$ cat src/rtl/hpsfpga_led_pkg.sv
// Shared definitions for the HPS/FPGA LED bank arbiter.
//   LED_W   : width of the LED bank and the slide-switch bank
//   OVR_BIT : switch index that locks the HPS out of the bank
//   arb_state_e : arbiter FSM states
//   owner_e     : encoding of the "last owner" register
package hpsfpga_led_pkg;

   localparam int LED_W   = 10;
   localparam int OVR_BIT = 9;

   typedef enum logic [1:0] {
      IDLE       = 2'd0,
      GRANT_HPS  = 2'd1,
      GRANT_FPGA = 2'd2,
      BLANK      = 2'd3
   } arb_state_e;

   typedef enum logic {
      OWN_FPGA = 1'b0,
      OWN_HPS  = 1'b1
   } owner_e;

endpackage

$ cat src/rtl/sw_debounce.sv
// Single-bit switch conditioner: 2-flop synchronizer followed by a
// stability counter. The output only flips after the synchronized input
// has disagreed with it for DEBOUNCE_CYCLES consecutive clocks; any clock
// where they agree clears the counter.
//   clk_i  : clock
//   rst_ni : asynchronous active-low reset
//   raw_i  : raw switch, asynchronous to clk_i
//   db_o   : debounced switch level
module sw_debounce #(
   parameter int DEBOUNCE_CYCLES = 500000
) (
   input  logic clk_i,
   input  logic rst_ni,
   input  logic raw_i,
   output logic db_o
);

   localparam int CW = (DEBOUNCE_CYCLES > 1) ? $clog2(DEBOUNCE_CYCLES) : 1;
   localparam logic [CW-1:0] CNT_MAX = CW'(DEBOUNCE_CYCLES - 1);

   logic          sync1_q, sync2_q;
   logic          db_q, db_d;
   logic [CW-1:0] cnt_q, cnt_d;

   // cnt_q counts the clocks of disagreement already seen; the change is
   // accepted on the clock that completes the DEBOUNCE_CYCLES-th one.
   always_comb begin
      cnt_d = '0;
      db_d  = db_q;
      if (sync2_q != db_q) begin
         if (cnt_q == CNT_MAX) db_d  = sync2_q;
         else                  cnt_d = cnt_q + CW'(1);
      end
   end

   always_ff @(posedge clk_i or negedge rst_ni) begin
      if (!rst_ni) begin
         sync1_q <= 1'b0;
         sync2_q <= 1'b0;
         db_q    <= 1'b0;
         cnt_q   <= '0;
      end else begin
         sync1_q <= raw_i;
         sync2_q <= sync1_q;
         db_q    <= db_d;
         cnt_q   <= cnt_d;
      end
   end

   assign db_o = db_q;

endmodule

$ cat src/rtl/led_bank_arbiter.sv
// Arbitrates the physical LED bank between the HPS and the local fabric.
// Grants have a minimum tenure (HOLD_CYCLES), ties alternate via a last
// owner pointer, and every handover passes through a one-clock dark BLANK
// state. Switch bit OVR_BIT locks the HPS out and evicts it immediately.
//   clk_clk       : clock
//   reset_reset_n : asynchronous active-low reset
//   sw_raw        : raw slide switches (asynchronous)
//   hps_req/led   : HPS request level and LED pattern
//   fpga_req/led  : fabric request level and LED pattern
//   led_out       : registered LED drive
//   gnt_hps/fpga  : current owner (one-hot or none)
//   sw_db         : debounced switches
module led_bank_arbiter
   import hpsfpga_led_pkg::*;
#(
   parameter int DEBOUNCE_CYCLES = 500000,
   parameter int HOLD_CYCLES     = 50000000
) (
   input  logic             clk_clk,
   input  logic             reset_reset_n,
   input  logic [LED_W-1:0] sw_raw,
   input  logic             hps_req,
   input  logic [LED_W-1:0] hps_led,
   input  logic             fpga_req,
   input  logic [LED_W-1:0] fpga_led,
   output logic [LED_W-1:0] led_out,
   output logic             gnt_hps,
   output logic             gnt_fpga,
   output logic [LED_W-1:0] sw_db
);

   localparam int HW = (HOLD_CYCLES > 1) ? $clog2(HOLD_CYCLES) : 1;
   localparam logic [HW-1:0] HOLD_MAX = HW'(HOLD_CYCLES - 1);

   genvar gi;
   generate
      for (gi = 0; gi < LED_W; gi++) begin : g_db
         sw_debounce #(
            .DEBOUNCE_CYCLES(DEBOUNCE_CYCLES)
         ) u_db (
            .clk_i (clk_clk),
            .rst_ni(reset_reset_n),
            .raw_i (sw_raw[gi]),
            .db_o  (sw_db[gi])
         );
      end
   endgenerate

   arb_state_e       state_q, state_d;
   owner_e           last_q, last_d;
   logic [HW-1:0]    hold_q, hold_d;
   logic [LED_W-1:0] led_q, led_d;
   logic             eff_hps, hold_exp;

   assign eff_hps  = hps_req & ~sw_db[OVR_BIT];
   assign hold_exp = (hold_q == HOLD_MAX);

   always_comb begin
      state_d = state_q;
      last_d  = last_q;
      hold_d  = '0;
      led_d   = sw_db;
      case (state_q)
         IDLE: begin
            led_d = sw_db;
            // On a tie, the requester that did not own the bank last wins.
            if (eff_hps && (!fpga_req || last_q == OWN_FPGA)) begin
               state_d = GRANT_HPS;
               last_d  = OWN_HPS;
            end else if (fpga_req) begin
               state_d = GRANT_FPGA;
               last_d  = OWN_FPGA;
            end
         end
         GRANT_HPS: begin
            led_d  = hps_led;
            hold_d = hold_exp ? hold_q : hold_q + HW'(1);
            // Override evicts the HPS regardless of remaining tenure.
            if (sw_db[OVR_BIT])
               state_d = BLANK;
            else if (hold_exp && (!eff_hps || fpga_req))
               state_d = BLANK;
         end
         GRANT_FPGA: begin
            led_d  = fpga_led;
            hold_d = hold_exp ? hold_q : hold_q + HW'(1);
            if (hold_exp && (!fpga_req || eff_hps))
               state_d = BLANK;
         end
         BLANK: begin
            led_d   = '0;
            state_d = IDLE;
         end
         default: begin
            led_d   = '0;
            state_d = IDLE;
         end
      endcase
   end

   always_ff @(posedge clk_clk or negedge reset_reset_n) begin
      if (!reset_reset_n) begin
         state_q <= IDLE;
         last_q  <= OWN_FPGA;
         hold_q  <= '0;
         led_q   <= '0;
      end else begin
         state_q <= state_d;
         last_q  <= last_d;
         hold_q  <= hold_d;
         led_q   <= led_d;
      end
   end

   assign led_out  = led_q;
   assign gnt_hps  = (state_q == GRANT_HPS);
   assign gnt_fpga = (state_q == GRANT_FPGA);

endmodule

$ cat config.mk
export PLATFORM = sky130hd
export DESIGN_NAME = led_bank_arbiter
export DESIGN_NICKNAME = d
export VERILOG_FILES = /design/src/rtl/hpsfpga_led_pkg.sv /design/src/rtl/sw_debounce.sv /design/src/rtl/led_bank_arbiter.sv
export SDC_FILE = /design/constraint.sdc
export NUM_CORES = 1
export LEC_CHECK = 0
export CAP_MARGIN = 5
export CORE_MARGIN = 5
export CORE_UTILIZATION = 55
export DETAILED_ROUTE_END_ITERATION = 16
export PLACE_DENSITY_LB_ADDON = 0.08
export RECOVER_POWER = 25
export SLEW_MARGIN = 20
export SYNTH_ARGS = -nofsm -noshare
export SYNTH_HDL_FRONTEND = slang
export SYNTH_HIERARCHICAL = 1
export SYNTH_SLANG_ARGS = --single-unit
export TNS_END_PERCENT = 100
$ cat constraint.sdc
create_clock -name clk_clk -period 4 [get_ports clk_clk]
set_input_delay 0.8 -clock clk_clk [delete_from_list [all_inputs] [get_ports clk_clk]]
set_output_delay 0.8 -clock clk_clk [all_outputs]
set_load 0.1 [all_outputs]
==> impl_metrics.py <==
metrics = {
    "cts": {
        "cts-buffers-inserted": 30,
        "postCtsHoldBufs": 0,
        "cts_buffer_depth": 3,
        "clock_sinks": 259,
        "cts_setup_buffers": 0,
        "ctsResizeCount": 0,
        "tritoncts": "done",
        "clk_latency_ps": 550,
        "clock-root-buffer": "clkbuf_16",
        "cts.htree.levels": 1,
        "cts.clk_slew.worst_paths_ps": 60,
    },
    "setup_path": {
        "cp-start-kind": "flip-flop",
        "critPathRequiredTime_ps": 3200,
        "end_kind": "primary output",
        "worst_path_dominant_cell_family": "buffers and inverters",
        "worst_path_max_delay_cell": "clkdlybuf4s50_1",
        "path_buf_inv": 1,
        "arrival_ps": 2220,
        "crit_chain": "clkdlybuf4s50_1",
        "path_max_fanout": 5,
        "worstSetupPathType": "flip-flop to primary output",
        "slowest_delay_ps": 1190,
    },
    "layout": {
        "final_common_cell": "dfrtp_1",
        "fill_cells": 1938,
        "syn_to_final_growth_pct": 14.51,
        "multi_input_area_mm2": 0.006027,
        "antennaDiodeCount": 0,
        "layout_common_cells": "259 x dfrtp_1, 217 x nor2_1, 145 x xnor2_1",
        "drive_gt1_share_pct": 9.091,
        "register_area_mm2": 0.006481,
        "fin_cells": 1672,
        "nNetsFinal": 1378,
    },
    "pwr": {
        "swShare_pct": 22.14,
        "peakVddDrop_mv": 0.3547,
        "p_switching_mw": 1.290,
        "p_total_mw": 5.826,
        "p_clk_share_pct": 49.4,
        "seqPwrFrac_pct": 46.4,
        "power_frac_comb_pct": 4.2,
        "total_leakage_power_nw": 5.888,
        "p_int_mw": 4.536,
        "power.density_mw_per_mm2": 394.1,
    },
    "floorplanning": {
        "fp.dieW_um": 163.2,
        "die_h_um": 163.2,
        "rows": 56,
        "io_pins": 56,
        "initial_core_util_pct": 55.49,
        "dieArea_mm2": 0.02663,
        "fp.coreArea_mm2": 0.02326,
    },
    "synth": {
        "synthArstFlopShare_pct": 100.0,
        "yosysWarnings": 6,
        "ys_types": 46,
        "syn_area_mm2": 0.01291,
        "synth_seq_cells": 259,
        "synth_cells": 1267,
        "synthFlopType": "dfrtp_1",
        "avgSynthCellArea_um2": 10.19,
        "synth-seq-area-share_pct": 50.21,
        "synth_edf_count": 0,
        "synth_fp_nets": 1316,
    },
    "sta": {
        "tightest_slew_ps": 2594,
        "finalCritPeriodShare_pct": 75.40,
        "fin_crit_ps": 3016,
        "slew_violations": 102,
        "slew_headroom_pct": -72.94,
        "fin_setup_tns_ps": 0,
        "whs_ps": 351.8,
        "rsz0062_at_grt": "false",
        "clock.fmax_ghz": 0.3316,
        "skew_ps": 14.05,
        "finalSetupViolations": 0,
        "finalHoldViolations": 0,
    },
    "grt": {
        "grt.total_usage_pct": 19.29,
        "grt_antenna_before_repair": 1,
        "grt_overflow_total": 0,
        "grt_pass1_vias": 9109,
        "grt_pass1_wl_um": 43500,
        "grt_max_degree": 103,
    },
    "worst_hold_path": {
        "min_path_type": "flip-flop to flip-flop",
    },
    "drt": {
        "wirelength_um": 24920,
        "avgViaCountPerCell": 5.477,
        "dr.pass1.iters": 5,
        "drc": 0,
        "ant_nets": 0,
        "wl_per_cell_um": 14.90,
        "dr_total_vias": 9157,
        "drt_iter0_drc": 598,
    },
    "run": {
        "drv_cap": 1,
    },
    "run_status": {
        "status": "finished with violations",
        "violations": "capacitance limit, slew limit",
    },
    "placement": {
        "dpl.hpwl_um": 16870,
        "place_inst": 1616,
        "place.gp.congestion": 0.8621,
        "port_buffers": 55,
    },
}
-- area by class of cell --
class	instances	area share, %
clock inverter	17	1.566
sequential	259	43.85
timing repair buffer	60	3.970
clock buffer	39	5.646
multi-input combinational	919	40.77
inverter	59	1.498
tap	319	2.700
-- logic make-up after synthesis --
| group | after synthesis | share of synthesized area [%] |
|---|---|---|
| compound gates | 99 | 5.912 |
| buf+inv | 89 | 3.102 |
| mux | 24 | 1.968 |
| simple gates | 614 | 26.03 |
| xor+xnor | 167 | 11.33 |
| flops | 259 | 50.21 |
| fa+ha+maj | 15 | 1.454 |
-- registers in the layout, summed over array words and instances (netlist names) --
signal,count
last_q,1
state_q,2
g_db.u_db/db_o,10
g_db.u_db/cnt_q,190
led_out,10
g_db.u_db/sync2_q,10
g_db.u_db/sync1_q,10
hold_q,26
-- power by group through the flow --
| stage | Sequential, mW | Combinational [mW] | Clock, mW |
|---|---|---|---|
| floorplan | 2.77 | 0.109 | 0 |
| global placement | 2.75 | 0.249 | 0 |
| detailed placement | 2.75 | 0.251 | 0 |
| CTS | 2.70 | 0.253 | 2.96 |
| global route | 2.71 | 0.273 | 3.08 |
| finish | 2.70 | 0.242 | 2.88 |
-- worst reg2reg max path, delay by kind of cell (launching register included) --
kind,cells,cell delay (ps)
flops,1,390
fa+ha+maj,1,190
simple gates,3,1160
compound gates,2,400
-- final timing paths --
| kind | startpoint | to | slack [ps] | depth (start not counted) |
|---|---|---|---|---|
| hold reg to reg | g_db[6].u_db/sync1_q | g_db[6].u_db/sync2_q | 350 | 0 |
| max in group asynchronous | reset_reset_n | g_db[7].u_db/sync1_q | 1370 | 2 |
| setup / recovery | g_db[9].u_db/db_o | sw_db[9] | 980 | 1 |
| setup reg to reg | hold_q[0] | hold_q[4] | 1770 | 6 |
| hold / removal | g_db[6].u_db/sync1_q | g_db[6].u_db/sync2_q | 350 | 0 |
| min in group asynchronous | reset_reset_n | g_db[0].u_db/cnt_q[12] | 1040 | 1 |
-- synthesized netlist by cell type, drive strengths merged, types with 2 or more instances --
| cell type | instances | area, um2 |
|---|---|---|
| clkbuf | 5 | 18.77 |
| a21oi | 38 | 190.2 |
| nor4b | 11 | 102.6 |
| and3 | 3 | 20.02 |
| o41ai | 10 | 275.3 |
| and2 | 11 | 68.82 |
| o21ai | 36 | 180.2 |
| nor2b | 12 | 75.07 |
| nor3 | 47 | 235.2 |
| a22oi | 9 | 67.56 |
| nand2 | 66 | 247.7 |
| nor4bb | 2 | 20.02 |
| nand4 | 58 | 528.0 |
| nand3 | 78 | 395.4 |
| inv | 59 | 221.5 |
| mux2i | 13 | 130.1 |
| or4 | 12 | 127.6 |
| ha | 15 | 187.7 |
| dfrtp | 259 | 6481 |
| mux2 | 11 | 123.9 |
| or3 | 25 | 157.6 |
| nor2 | 217 | 814.5 |
| o31ai | 2 | 15.01 |
| nor4 | 68 | 536.8 |
| buf | 24 | 151.4 |
| xnor2 | 145 | 1270 |
| xor2 | 22 | 192.7 |
-- metrics by stage --
stage / util [%] / setup WS [ps] / area [um2]
5_1_grt: 63.54 / 874.6 / 14780
3_5_place_dp: 59.02 / 1541 / 13730
2_1_floorplan: - / 1827 / 12910
3_3_place_gp: 59.02 / 1549 / 13730
4_1_cts: 63.60 / 945.2 / 14800
6_report: 63.54 / 984.0 / 14780
-- per-layer routing --
metal | vias to the layer above | track usage, % | part of all wire (%)
li1 | 4555 | - | -
met1 | 4440 | 27.54 | 48
met2 | 120 | 30.81 | 46
met3 | 40 | 3.104 | 3.6
met4 | 2 | 5.414 | 2.3
met5 | - | 0 | 0.080
No activity file was read; power rests on OpenSTA's default activity.
==> RTL change: new RTL, same flow settings <==
`HOLD_CYCLES`: 50000000 -> 200000000.
--- a/src/rtl/led_bank_arbiter.sv
+++ b/src/rtl/led_bank_arbiter.sv
@@ -14,7 +14,7 @@
    import hpsfpga_led_pkg::*;
 #(
    parameter int DEBOUNCE_CYCLES = 500000,
-   parameter int HOLD_CYCLES     = 50000000
+   parameter int HOLD_CYCLES     = 200000000
 ) (
    input  logic             clk_clk,
    input  logic             reset_reset_n,
Behaviour: no difference found for any inputs over 10 cycles, from zero or initial values and one cycle with reset_reset_n low; that may be too few to reach the edited logic, so the function may still have changed.
==> RTL change against the original RTL <==
- the run still ends with capacitance limit, slew limit left
- die area rose by 0.55%
- highest routed layer is now met4
- synthesized cell count rose by 0.95%
- final area fell by 0.29%
- worst hold slack got worse by 5.6 ps
- wire length rose by 1.2%
- setup slack improved by 59 ps
- largest power group is now sequential cells
- sequential cell count rose by 2
- critical path type unchanged
- synthesized area rose by 0.59%
- total power fell by 4.9%
- final cell count rose by 0.48%
==> RTL change: results <==
outcome:
  outcome: "finished with violations"
  violations: "capacitance limit, slew limit"
cells_and_area:
  clock_area_share_pct: 6.26
  final_layout_size_suffix_gt1_share_pct: 7.94
  final_core_util_pct: 63.2
  multi_input_cells: 932
  regArea_um2: 6530
  fillers: 1933
  nClkBuffers: 41
  layout.non_clock_buffers: 61
  reg_top3: "g_db.u_db/cnt_q (190), hold_q (28)"
  multi_input_area_share_pct: 41.3
  non_clock_inverter_count: 56
detailed_routing:
  dr.max_layer_used: "met4"
  drt_iter0_markers: 570
  drt-met1-wl_um: 12100
  wl_met2_um: 11700
  drt-total-wl_um: 25200
  drt-wirelength-per-cell_um: 15.0
  viasPerCell: 5.53
critical_path:
  worstReg2RegStart: "g_db[3].u_db/cnt_q[9]$_DFF_PN0_"
  r2r_end: "g_db[3].u_db/cnt_q[5]$_DFF_PN0_"
  reg2reg_slack_ps: 1810
  r2r_cells: 4
  worstPathArrival_ps: 2160
  critPathMaxFanout: 13
  critPathLaunch: "state_q[0]$_DFFE_PN0P_"
clock_network:
  cts_buffers: 29
  cts.sinks: 261
  worstSkewPairLatency_ps: 530
placed_design:
  placed_cell_area_um2: 13800
  dpl.hpwl_um: 16900
  gp_congestion: 0.832
  pre_cts_slack_ps: 1560
global_routing:
  grt_pass1_vias: 9072
  met1_usage_pct: 28.0
  track_usage_pct: 19.4
  met3_usage_pct: 2.93
  grt_max_degree: 90
  grt_pass1_wl_um: 44000
  grt_util_met2_pct: 31.3
  grt_antenna_before_repair: 0
job:
  maxCapViolCount: 1
logic_synthesis:
  synth-compound-area-share_pct: 6.52
  synthTopCellsByArea: "dfrtp_1, xnor2_1, nor2_1"
  muxShareOfSynthArea_pct: 1.79
  netlist-cell-type-count: 49
  yosysSeqAreaShare_pct: 50.3
  syn_inst: 1279
  yosys-top-cells-count: "dfrtp_1, nor2_1, xnor2_1"
sta:
  clock-skew-final_ps: 6.74
  tightest_slew_ps: 2240
  drv_slew: 89
  hold_slack_ps: 346
  fin_crit_ps: 2960
floorplan:
  die_w_um: 164
power:
  ir_drop_mv: 0.337
[RTL change: changes by cell type after synthesis, moves of 3 or more]
cell and change:
a31oi_1 +3, and2_1 +6, and3_1 +5, and4_1 +5, clkbuf_1 +3, inv_1 -3, nand2_1 +11, nor2_1 -11
nor2b_1 -3, nor3_1 -6, nor4_2 -4, xnor2_1 -14, xor2_1 +11
[RTL change: worst register-to-register path, delay by kind of cell (launching register included)]
kind             cells  cell delay (ps)
AO/OA/AOI/OAI        1              940
flip-flops           1              430
AND/OR/NAND/NOR      3              660
[RTL change: kinds of logic after synthesis]
logic type      count (synthesis)
compound gates                110
xor+xnor                      164
fa+ha+maj                      15
buf+inv                        86
flops                         261
mux                            22
simple gates                  621
[RTL change: power breakdown]
part | total [mW] | switching (mW) | internal, mW
Clock | 2.58 | 1.03 | 1.54
Combinational | 0.241 | 0.162 | 0.0796
Sequential | 2.72 | 0.0410 | 2.68
